File: src/rtl/riscv_configs_pkg.sv
// Shared configuration for the RV32I simulation monitor: widths, magic
// addresses, the bubble encoding and run-control FSM state encodings.
package riscv_configs;

  localparam int unsigned CFG_XLEN         = 32;
  localparam logic [31:0] CFG_NOP_INSTR    = 32'h0000_0013;
  localparam logic [31:0] CFG_TOHOST_ADDR  = 32'h0000_0FF0;
  localparam logic [31:0] CFG_CONSOLE_ADDR = 32'h0000_0FF4;

  localparam logic [2:0] ST_RESET   = 3'd0;
  localparam logic [2:0] ST_HOLD    = 3'd1;
  localparam logic [2:0] ST_RUN     = 3'd2;
  localparam logic [2:0] ST_PASS    = 3'd3;
  localparam logic [2:0] ST_FAIL    = 3'd4;
  localparam logic [2:0] ST_TIMEOUT = 3'd5;

  typedef enum logic [2:0] {
    S_RESET   = ST_RESET,
    S_HOLD    = ST_HOLD,
    S_RUN     = ST_RUN,
    S_PASS    = ST_PASS,
    S_FAIL    = ST_FAIL,
    S_TIMEOUT = ST_TIMEOUT
  } mon_state_t;

  // Byte carried by the lowest enabled lane of a 32-bit store.
  function automatic logic [7:0] lowest_lane(input logic [3:0]  byte_sel,
                                             input logic [31:0] data);
    logic [7:0] lane;
    lane = 8'h00;
    priority casez (byte_sel)
      4'b???1: lane = data[7:0];
      4'b??10: lane = data[15:8];
      4'b?100: lane = data[23:16];
      4'b1000: lane = data[31:24];
      default: lane = 8'h00;
    endcase
    return lane;
  endfunction

endpackage

File: src/rtl/riscv_sat_counter.sv
// Up-counter with synchronous clear that sticks at all-ones instead of wrapping.
module riscv_sat_counter #(
  parameter int unsigned W = 32
) (
  input  logic         i_clk,
  input  logic         i_rst,
  input  logic         i_clr,
  input  logic         i_en,
  output logic [W-1:0] o_count
);

  // Clear has priority; increment only while below the saturation value.
  always_ff @(posedge i_clk or posedge i_rst) begin
    if (i_rst) begin
      o_count <= '0;
    end else if (i_clr) begin
      o_count <= '0;
    end else if (i_en && (o_count != {W{1'b1}})) begin
      o_count <= o_count + W'(1);
    end
  end

endmodule

File: src/rtl/riscv_sim_monitor.sv
// Run-control and result monitor for the RV32I core: sequences the core
// reset, counts cycles/instructions, and decodes tohost/console stores.
module riscv_sim_monitor
  import riscv_configs::*;
#(
  parameter int unsigned     XLEN         = CFG_XLEN,
  parameter int unsigned     RST_CYCLES   = 4,
  parameter int unsigned     MAX_CYCLES   = 200,
  parameter int unsigned     CNT_W        = 32,
  parameter logic [XLEN-1:0] TOHOST_ADDR  = XLEN'(CFG_TOHOST_ADDR),
  parameter logic [XLEN-1:0] CONSOLE_ADDR = XLEN'(CFG_CONSOLE_ADDR),
  parameter logic [XLEN-1:0] NOP_INSTR    = XLEN'(CFG_NOP_INSTR)
) (
  input  logic              i_clk,
  input  logic              i_rst,
  input  logic [XLEN-1:0]   i_pc_d,
  input  logic [XLEN-1:0]   i_instr_d,
  input  logic [XLEN-1:0]   i_alu_result_m,
  input  logic              i_mem_write_m,
  input  logic [3:0]        i_byte_sel_m,
  input  logic [XLEN-1:0]   i_write_data_m,
  output logic              o_core_rstn,
  output logic              o_running,
  output logic              o_done,
  output logic              o_pass,
  output logic              o_timeout,
  output logic [XLEN-2:0]   o_fail_code,
  output logic [XLEN-1:0]   o_end_pc,
  output logic [CNT_W-1:0]  o_cycle_cnt,
  output logic [CNT_W-1:0]  o_instr_cnt,
  output logic              o_putc_valid,
  output logic [7:0]        o_putc_data
);

  localparam int unsigned HOLD_W = 8;

  mon_state_t        state;
  logic [HOLD_W-1:0] hold_cnt;
  logic              tohost_hit;
  logic              console_hit;
  logic              budget_hit;
  logic              in_run;
  logic              instr_valid;
  logic              unused_addr_bits;

  // Word-address store decode; the low address bits never select a mailbox.
  assign tohost_hit  = i_mem_write_m &&
                       (i_alu_result_m[XLEN-1:2] == TOHOST_ADDR[XLEN-1:2]) &&
                       (i_byte_sel_m == 4'b1111);
  assign console_hit = i_mem_write_m &&
                       (i_alu_result_m[XLEN-1:2] == CONSOLE_ADDR[XLEN-1:2]) &&
                       (i_byte_sel_m != 4'b0000);
  assign budget_hit  = (o_cycle_cnt == CNT_W'(MAX_CYCLES - 1));
  assign in_run      = (state == S_RUN);
  assign instr_valid = (i_instr_d != NOP_INSTR) && (i_instr_d != '0);
  assign unused_addr_bits = ^i_alu_result_m[1:0];

  riscv_sat_counter #(.W(CNT_W)) u_cycle_cnt (
    .i_clk   (i_clk),
    .i_rst   (i_rst),
    .i_clr   (state == S_RESET),
    .i_en    (in_run),
    .o_count (o_cycle_cnt)
  );

  riscv_sat_counter #(.W(CNT_W)) u_instr_cnt (
    .i_clk   (i_clk),
    .i_rst   (i_rst),
    .i_clr   (state == S_RESET),
    .i_en    (in_run && instr_valid),
    .o_count (o_instr_cnt)
  );

  // Run-control FSM with all monitor outputs registered alongside the state.
  always_ff @(posedge i_clk or posedge i_rst) begin
    if (i_rst) begin
      state        <= S_RESET;
      hold_cnt     <= '0;
      o_core_rstn  <= 1'b0;
      o_running    <= 1'b0;
      o_done       <= 1'b0;
      o_pass       <= 1'b0;
      o_timeout    <= 1'b0;
      o_fail_code  <= '0;
      o_end_pc     <= '0;
      o_putc_valid <= 1'b0;
      o_putc_data  <= 8'h00;
    end else begin
      o_putc_valid <= 1'b0;
      case (state)
        S_RESET: begin
          state    <= S_HOLD;
          hold_cnt <= '0;
        end
        S_HOLD: begin
          if (hold_cnt == HOLD_W'(RST_CYCLES - 1)) begin
            state       <= S_RUN;
            o_core_rstn <= 1'b1;
            o_running   <= 1'b1;
          end else begin
            hold_cnt <= hold_cnt + HOLD_W'(1);
          end
        end
        S_RUN: begin
          if (console_hit) begin
            o_putc_valid <= 1'b1;
            o_putc_data  <= lowest_lane(i_byte_sel_m, i_write_data_m[31:0]);
          end
          if (tohost_hit) begin
            o_running <= 1'b0;
            o_done    <= 1'b1;
            o_end_pc  <= i_pc_d;
            if (i_write_data_m == XLEN'(1)) begin
              state  <= S_PASS;
              o_pass <= 1'b1;
            end else begin
              state       <= S_FAIL;
              o_fail_code <= i_write_data_m[XLEN-1:1];
            end
          end else if (budget_hit) begin
            state     <= S_TIMEOUT;
            o_running <= 1'b0;
            o_done    <= 1'b1;
            o_timeout <= 1'b1;
            o_end_pc  <= i_pc_d;
          end
        end
        default: begin
          state <= state;
        end
      endcase
    end
  end

endmodule

File: config.mk
export PLATFORM = sky130hd
export DESIGN_NAME = riscv_sim_monitor
export DESIGN_NICKNAME = d
export VERILOG_FILES = /design/src/rtl/riscv_configs_pkg.sv /design/src/rtl/riscv_sat_counter.sv /design/src/rtl/riscv_sim_monitor.sv
export SDC_FILE = /design/constraint.sdc
export NUM_CORES = 1
export LEC_CHECK = 0
export BUFFER_PORTS_ARGS = -buffer_cell sky130_fd_sc_hd__buf_2
export CELL_PAD_IN_SITES_DETAIL_PLACEMENT = 1
export CELL_PAD_IN_SITES_GLOBAL_PLACEMENT = 1
export CORE_MARGIN = 2
export CORE_UTILIZATION = 34
export CTS_CLUSTER_DIAMETER = 100
export DETAILED_ROUTE_END_ITERATION = 7
export PLACE_DENSITY_LB_ADDON = 0.1
export SLEW_MARGIN = 0
export SYNTH_ARGS = -nofsm -noshare
export SYNTH_HDL_FRONTEND = slang
export SYNTH_SLANG_ARGS = --single-unit
File: constraint.sdc
create_clock -name i_clk -period 4.7 [get_ports i_clk]
set_input_delay 0.47 -clock i_clk [delete_from_list [all_inputs] [get_ports i_clk]]
set_output_delay 0.47 -clock i_clk [all_outputs]
set_load 0.01 [all_outputs]
==> results of run 1 <==
-- registers in the layout, indices dropped and copies added (netlist names) --
| name | flops |
|---|---|
| o_done | 1 |
| u_cycle_cnt.o_count | 32 |
| o_pass | 1 |
| o_core_rstn | 1 |
| o_putc_valid | 1 |
| state | 3 |
| o_fail_code | 31 |
| o_timeout | 1 |
| o_putc_data | 8 |
| o_running | 1 |
| u_instr_cnt.o_count | 32 |
| hold_cnt | 8 |
| o_end_pc | 32 |
-- area by class of cell --
type / instances / area [um^2] / area share (%)
flip-flops and latches: 152 / 3800 / 38.0
multi-input cells: 515 / 3730 / 37.2
repair buffers: 282 / 1450 / 14.4
clock buffers: 19 / 453 / 4.52
well taps: 285 / 357 / 3.56
clock inverters: 13 / 190 / 1.90
inverters: 9 / 38.8 / 0.387
-- cell usage after synthesis (all sizes together), types with 17 or more instances --
master,number
a21oi,53
clkbuf,28
dfrtp,152
mux2,71
nand2,60
nand3,33
nand4,19
nor2,20
nor4,29
o31ai,35
or3,17
or4,38
-- power by group --
part | total (W) | internal [W] | leakage, nW | switching, W
Clock | 0.00150 | 0.000924 | 0.314 | 0.000578
Combinational | 0.000122 | 0.0000537 | 2.52 | 0.0000683
Sequential | 0.00131 | 0.00131 | 2.06 | 0.0000000754
Total | 0.00293 | 0.00229 | 4.89 | 0.000647
-- layer usage --
metal	wire (um)	global-route usage (%)	vias up
met5	0	0	-
met4	321	5.11	0
met3	1230	3.93	23
met2	10900	32.3	197
met1	11000	26.5	3458
li1	-	-	3281
-- through the flow --
stage | util, % | hold WS (ps)
2_1_floorplan | - | 498
3_3_place_gp | 41.5 | 448
3_5_place_dp | 41.5 | 456
4_1_cts | 44.4 | 124
5_1_grt | 44.4 | 132
6_report | 44.4 | 104
-- final timing paths --
check	from	slack [ps]	cells past startpoint	end
hold reg to reg	o_timeout$_DFFE_PP0P_	470	2	o_timeout$_DFFE_PP0P_
min in group i_clk	i_pc_d[9]	280	2	o_end_pc[9]$_DFFE_PP0P_
max in group asynchronous	i_rst	3660	3	u_instr_cnt.o_count[22]$_DFFE_PP0P_
setup / recovery	u_cycle_cnt.o_count[13]$_DFFE_PP0P_	1610	5	o_end_pc[14]$_DFFE_PP0P_
hold / removal	i_rst	100	2	o_end_pc[9]$_DFFE_PP0P_
setup reg to reg	u_cycle_cnt.o_count[13]$_DFFE_PP0P_	1610	5	o_end_pc[14]$_DFFE_PP0P_
-- kinds of logic after synthesis --
group / after synthesis
mux: 84
compound gates: 134
flops: 152
fa+ha+maj: 3
buf+inv: 50
xor+xnor: 7
simple gates: 287
==> reports/metrics.yaml, run 1 <==
cells_and_area:
  layout_commonest_cell: "buf_2"
  nNetsFinal: 1115
  n_fill_cell: 2571
  fin_area_um2: 10000
  final_cells: 1275
  antennaDiodeCount: 0
  layout_common_cells: "273 x buf_2, 152 x dfrtp_1, 60 x nand2_1"
  drive_gt1_share_pct: 40.5
  syn2layout_area_growth_pct: 28.5
logic_synthesis:
  synthXorXnorAreaFrac_pct: 0.787
  synth_top_area_share_pct: 48.8
  ys.flop_type: "dfrtp_1"
  synthAdderAreaFrac_pct: 0.482
  synthSimpleGateAreaFrac_pct: 21.6
  syn_area_per_cell_um2: 10.9
  ys_types: 60
  syn_inst: 717
  synth_nets: 855
  synth-async-reset-ratio_pct: 100
  synth_compound_area_share_pct: 11.2
  ys_warn_count: 0
  synth_top_family_by_area: "simple AND/OR/NAND/NOR gates"
  synth_area_leaders: "dfrtp_1 49%, mux2_2 5.9%, mux2_4 5.6%"
  synth_seq_area_share_pct: 48.8
  syn_area_um2: 7790
  synthMuxAreaShare_pct: 13.3
  post-synth-top-area-cell: "dfrtp_1"
  synth-edff-count: 0
  synth-seq-cells: 152
power:
  p_leak_nw: 4.89
  vdd_drop_max_mv: 0.150
  power.density_nw_per_um2: 293
  power_w: 0.00293
critical_path:
  cp_cell_sequence: "or4_2 -> nor4_1 -> o21a_2 -> buf_4 -> mux2_4"
  critPathMaxFanout: 13
  critPathKind: "reg -> reg"
  crit_path_start_kind: "flop"
  cp.required_ps: 5000
  cp_slowest_stage_delay_ps: 730
  crit_slowest_cell: "or4_2"
  cpLargestDelayFamily: "simple AND/OR/NAND/NOR gates"
  cp-end-kind: "flop"
  worst-path-buf-inv: 1
  arrival_ps: 3400
sta:
  finalHoldViolCount: 0
  fmax_mhz: 323
  fin_ws_ps: 1610
  worst_pin_slew_ps: 909
  slew_viol_final: 0
  setup-tns-final_ps: 0
  min_period_over_period_pct: 65.8
  skew_ps: 14.6
  setup_violations: 0
  rsz0062_at_grt: "no"
  maxSlewHeadroom_pct: 38.6
  period_needed_ps: 3090
clock_tree:
  postCtsHoldBufs: 0
  cts_resized: 0
  cts_tree: "done"
  cts-root-buf: "clkbuf_16"
  cts_buffers: 17
  clk_pin_slew_ps: 70
  clockBufferDepth: 2
  clkSinkCount: 152
  clk_latency_ps: 420
  post_cts_buffers: 0
  htreeDepth: 4
hold_path:
  hp-class: "in -> async"
grt:
  grt_antenna_before_repair: 0
  grt_usage_pct: 19.6
  grt_start_max_net_pins: 95
  grt_first_pass_wirelength_mm: 38.2
  grt-ovfl-total: 0
  grt_pass1_vias: 7113
routing:
  drc: 0
  dr.pass1.iters: 4
  vias: 6959
  wire_per_inst_um: 18.4
  drt_iter0_markers: 212
  routed_via_density: 5.46
  ant_nets: 0
  routed_wirelength_mm: 23.4
place:
  place_area_um2: 9370
  hpwlAfterDp_mm: 16.7
  gp_congestion: 0.776
  port_buffers: 273
  place_worst_setup_slack_ps: 1460
  dp_cells: 1243
die:
  ios: 276
  core_um2: 22600
  dieArea_um2: 24100
  initial_core_util_pct: 34.5
  dieWidth_um: 155
  die_y_um: 155
  rows: 55
job:
  maxCapViolCount: 0
outcome:
  run_status: "finished clean"
(Power assumes the default switching activity.)
==> run 2: changes to the inputs <==
--- a/config.mk
+++ b/config.mk
@@ -9,7 +9,7 @@
 export CELL_PAD_IN_SITES_DETAIL_PLACEMENT = 1
 export CELL_PAD_IN_SITES_GLOBAL_PLACEMENT = 1
 export CORE_MARGIN = 2
-export CORE_UTILIZATION = 34
+export CORE_UTILIZATION = 38
 export CTS_CLUSTER_DIAMETER = 100
 export DETAILED_ROUTE_END_ITERATION = 7
 export PLACE_DENSITY_LB_ADDON = 0.1
==> constraint.sdc (replaced) <==
create_clock -name i_clk -period 2.85 [get_ports i_clk]
set_input_delay 0.285 -clock i_clk [delete_from_list [all_inputs] [get_ports i_clk]]
set_output_delay 0.285 -clock i_clk [all_outputs]
set_load 0.01 [all_outputs]
==> run 2 against run 1 <==
  * Hold slack lost 21 ps
  * Combinational power rose by 70%
  * Fmax is 18% higher
  * Global-route usage increased by 2.1 points
  * Clock skew down 1.5 ps
  * Die area down 10%
  * Total power is 67% higher
  * Final cell count is essentially flat
  * Critical endpoint is now o_end_pc[0]$_DFFE_PP0P_
  * Largest cell class unchanged
==> reports/metrics.yaml, run 2 (synthesized netlist as in run 1, its figures left out) <==
outcome:
  run_status: "finished clean"  # unchanged
critical_path:
  cp-end-kind: "flop"  # unchanged
  critPathLaunch: "u_cycle_cnt.o_count[13]$_DFFE_PP0P_"  # unchanged
  worst-path-buf-inv: 2  # was 1
  cp.required_ps: 3160  # was 5000 ps
  cpLargestDelayFamily: "simple AND/OR/NAND/NOR gates"  # unchanged
  arrival_ps: 2930  # was 3400 ps
  r2r_slack_ps: 230  # was 1610 ps
  critPathKind: "reg -> reg"  # unchanged
  cp_cell_sequence: "or4_2 -> nor4_1 -> buf_4 -> o21a_2 -> buf_4 -> mux2_4"  # was or4_2 -> nor4_1 -> o21a_2 -> buf_4 -> mux2_4
  crit_slowest_cell: "or4_2"  # unchanged
  path_common_cell: "buf_4"
  crit_path_start_kind: "flop"  # unchanged
  critPathMaxFanout: 12  # was 13
  cp_slowest_stage_delay_ps: 720  # was 730 ps
  r2r_start: "u_cycle_cnt.o_count[13]$_DFFE_PP0P_"  # unchanged
sta:
  finalHoldViolCount: 0  # unchanged
  fin_ws_ps: 229  # was 1610 ps
  rsz0062_at_grt: "no"  # unchanged
  worst_pin_slew_ps: 948  # was 909 ps
  skew_ps: 13.1  # was 14.6 ps
  setup_violations: 0  # unchanged
  setup-tns-final_ps: 0  # unchanged
  period_needed_ps: 2620  # was 3090 ps
  fmax_mhz: 382  # was 323 MHz
  slew_viol_final: 0  # unchanged
  maxSlewHeadroom_pct: 36.8  # was 38.6%
  min_period_over_period_pct: 92.0  # was 65.8%
routing:
  vias: 7033  # was 6959
  wire_per_inst_um: 18.5  # was 18.4 um
  drt_iter0_markers: 189  # was 212
  dr.pass1.iters: 4  # unchanged
  routed_wirelength_mm: 23.6  # was 23.4 mm
  routed_via_density: 5.51  # was 5.46
  ant_nets: 0  # unchanged
  drc: 0  # unchanged
place:
  hpwlAfterDp_mm: 17.0  # was 16.7 mm
  place_worst_setup_slack_ps: 254  # was 1460 ps
  gp_congestion: 0.800  # was 0.776
  port_buffers: 273  # unchanged
grt:
  grt_pass1_vias: 7167  # was 7113
  grt-ovfl-total: 0  # unchanged
  grt_start_max_net_pins: 60  # was 95
  grt_antenna_before_repair: 1  # was 0
  grt_usage_pct: 21.7  # was 19.6%
  grt_first_pass_wirelength_mm: 38.2  # about the same
clock_tree:
  clk_latency_ps: 430  # was 420 ps
  clk_pin_slew_ps: 70  # about the same
  post_cts_buffers: 0  # unchanged
  clkSinkCount: 152  # unchanged
  clockBufferDepth: 2  # unchanged
  cts_buffers: 17  # unchanged
  cts_tree: "done"  # unchanged
  cts_resized: 0  # unchanged
  cts-root-buf: "clkbuf_16"  # unchanged
  htreeDepth: 4  # unchanged
  postCtsHoldBufs: 1  # was 0
power:
  power.density_nw_per_um2: 480  # was 293 nW/um^2
  vdd_drop_max_mv: 0.353  # was 0.150 mV
  p_leak_nw: 4.99  # was 4.89 nW
cells_and_area:
  layout_commonest_cell: "buf_2"  # unchanged
  layout_common_cells: "273 x buf_2, 152 x dfrtp_1, 60 x nand2_1"  # unchanged
  antennaDiodeCount: 0  # unchanged
  syn2layout_area_growth_pct: 30.6  # was 28.5%
  n_fill_cell: 2317  # was 2571
  reg_top3: "o_end_pc (32), u_cycle_cnt.o_count (32), u_instr_cnt.o_count (32)"  # unchanged
  drive_gt1_share_pct: 41.4  # was 40.5%
  nNetsFinal: 1131  # was 1115
die:
  ios: 276  # unchanged
  dieArea_um2: 21700  # was 24100 um^2
  die_y_um: 147  # was 155 um
  dieWidth_um: 147  # was 155 um
  initial_core_util_pct: 38.6  # was 34.5%
  core_um2: 20200  # was 22600 um^2
  rows: 52  # was 55
job:
  maxCapViolCount: 0  # unchanged
hold_path:
  hp-class: "in -> reg"  # was in -> async
  hold_start: "i_pc_d[13]"
## run 2: worst register-to-register path, stage by stage, from the launching register on
cell	delay (ps)
dfrtp_1	440
or4_2	720
nor4_1	370
buf_4	190
o21a_2	180
buf_4	270
mux2_4	330
## run 2: power by group
part | leakage [nW] | switching (W) | internal, W
Sequential | 2.06 | 0.000000111 | 0.00216
Combinational | 2.61 | 0.000114 | 0.0000930
Clock | 0.317 | 0.00101 | 0.00151
## run 2: area by class of cell
cell class	instances	area [um^2]	share of cell area (%)
Sequential cell	152	3800	37.4
Multi-Input combinational cell	515	3730	36.6
Timing Repair Buffer	298	1620	15.9
Clock buffer	17	425	4.18
Tap cell	270	338	3.32
Clock inverter	15	225	2.21
Inverter	9	37.5	0.369
## run 2: through the flow
step           hold slack, ps  power, W  cells  util (%)  instance area [um^2]
3_5_place_dp              412   0.00241   1243      47.2                  9510
5_1_grt                  66.8   0.00506   1276      50.4                 10200
2_1_floorplan             420   0.00227    717         -                  7790
6_report                 82.9   0.00489   1276      50.4                 10200
3_3_place_gp              406   0.00241   1243      47.2                  9510
4_1_cts                  65.7   0.00496   1276      50.4                 10200
## run 2: layer usage
metal	up-vias	routed length [um]	track usage [%]
met4	2	222	4.62
met2	175	11500	37.5
met1	3517	10600	28.0
met3	19	1150	5.00
met5	-	13	0
li1	3320	-	-
## run 2: final timing paths
check | cells after the start | to
min in group asynchronous | 3 | u_cycle_cnt.o_count[19]$_DFFE_PP0P_
worst max register to register | 6 | o_end_pc[0]$_DFFE_PP0P_
max in group asynchronous | 4 | o_putc_data[6]$_DFFE_PP0P_
worst min-delay path | 2 | o_end_pc[13]$_DFFE_PP0P_
worst min register to register | 1 | o_core_rstn$_DFFE_PP0P_
worst max-delay path | 6 | o_end_pc[0]$_DFFE_PP0P_
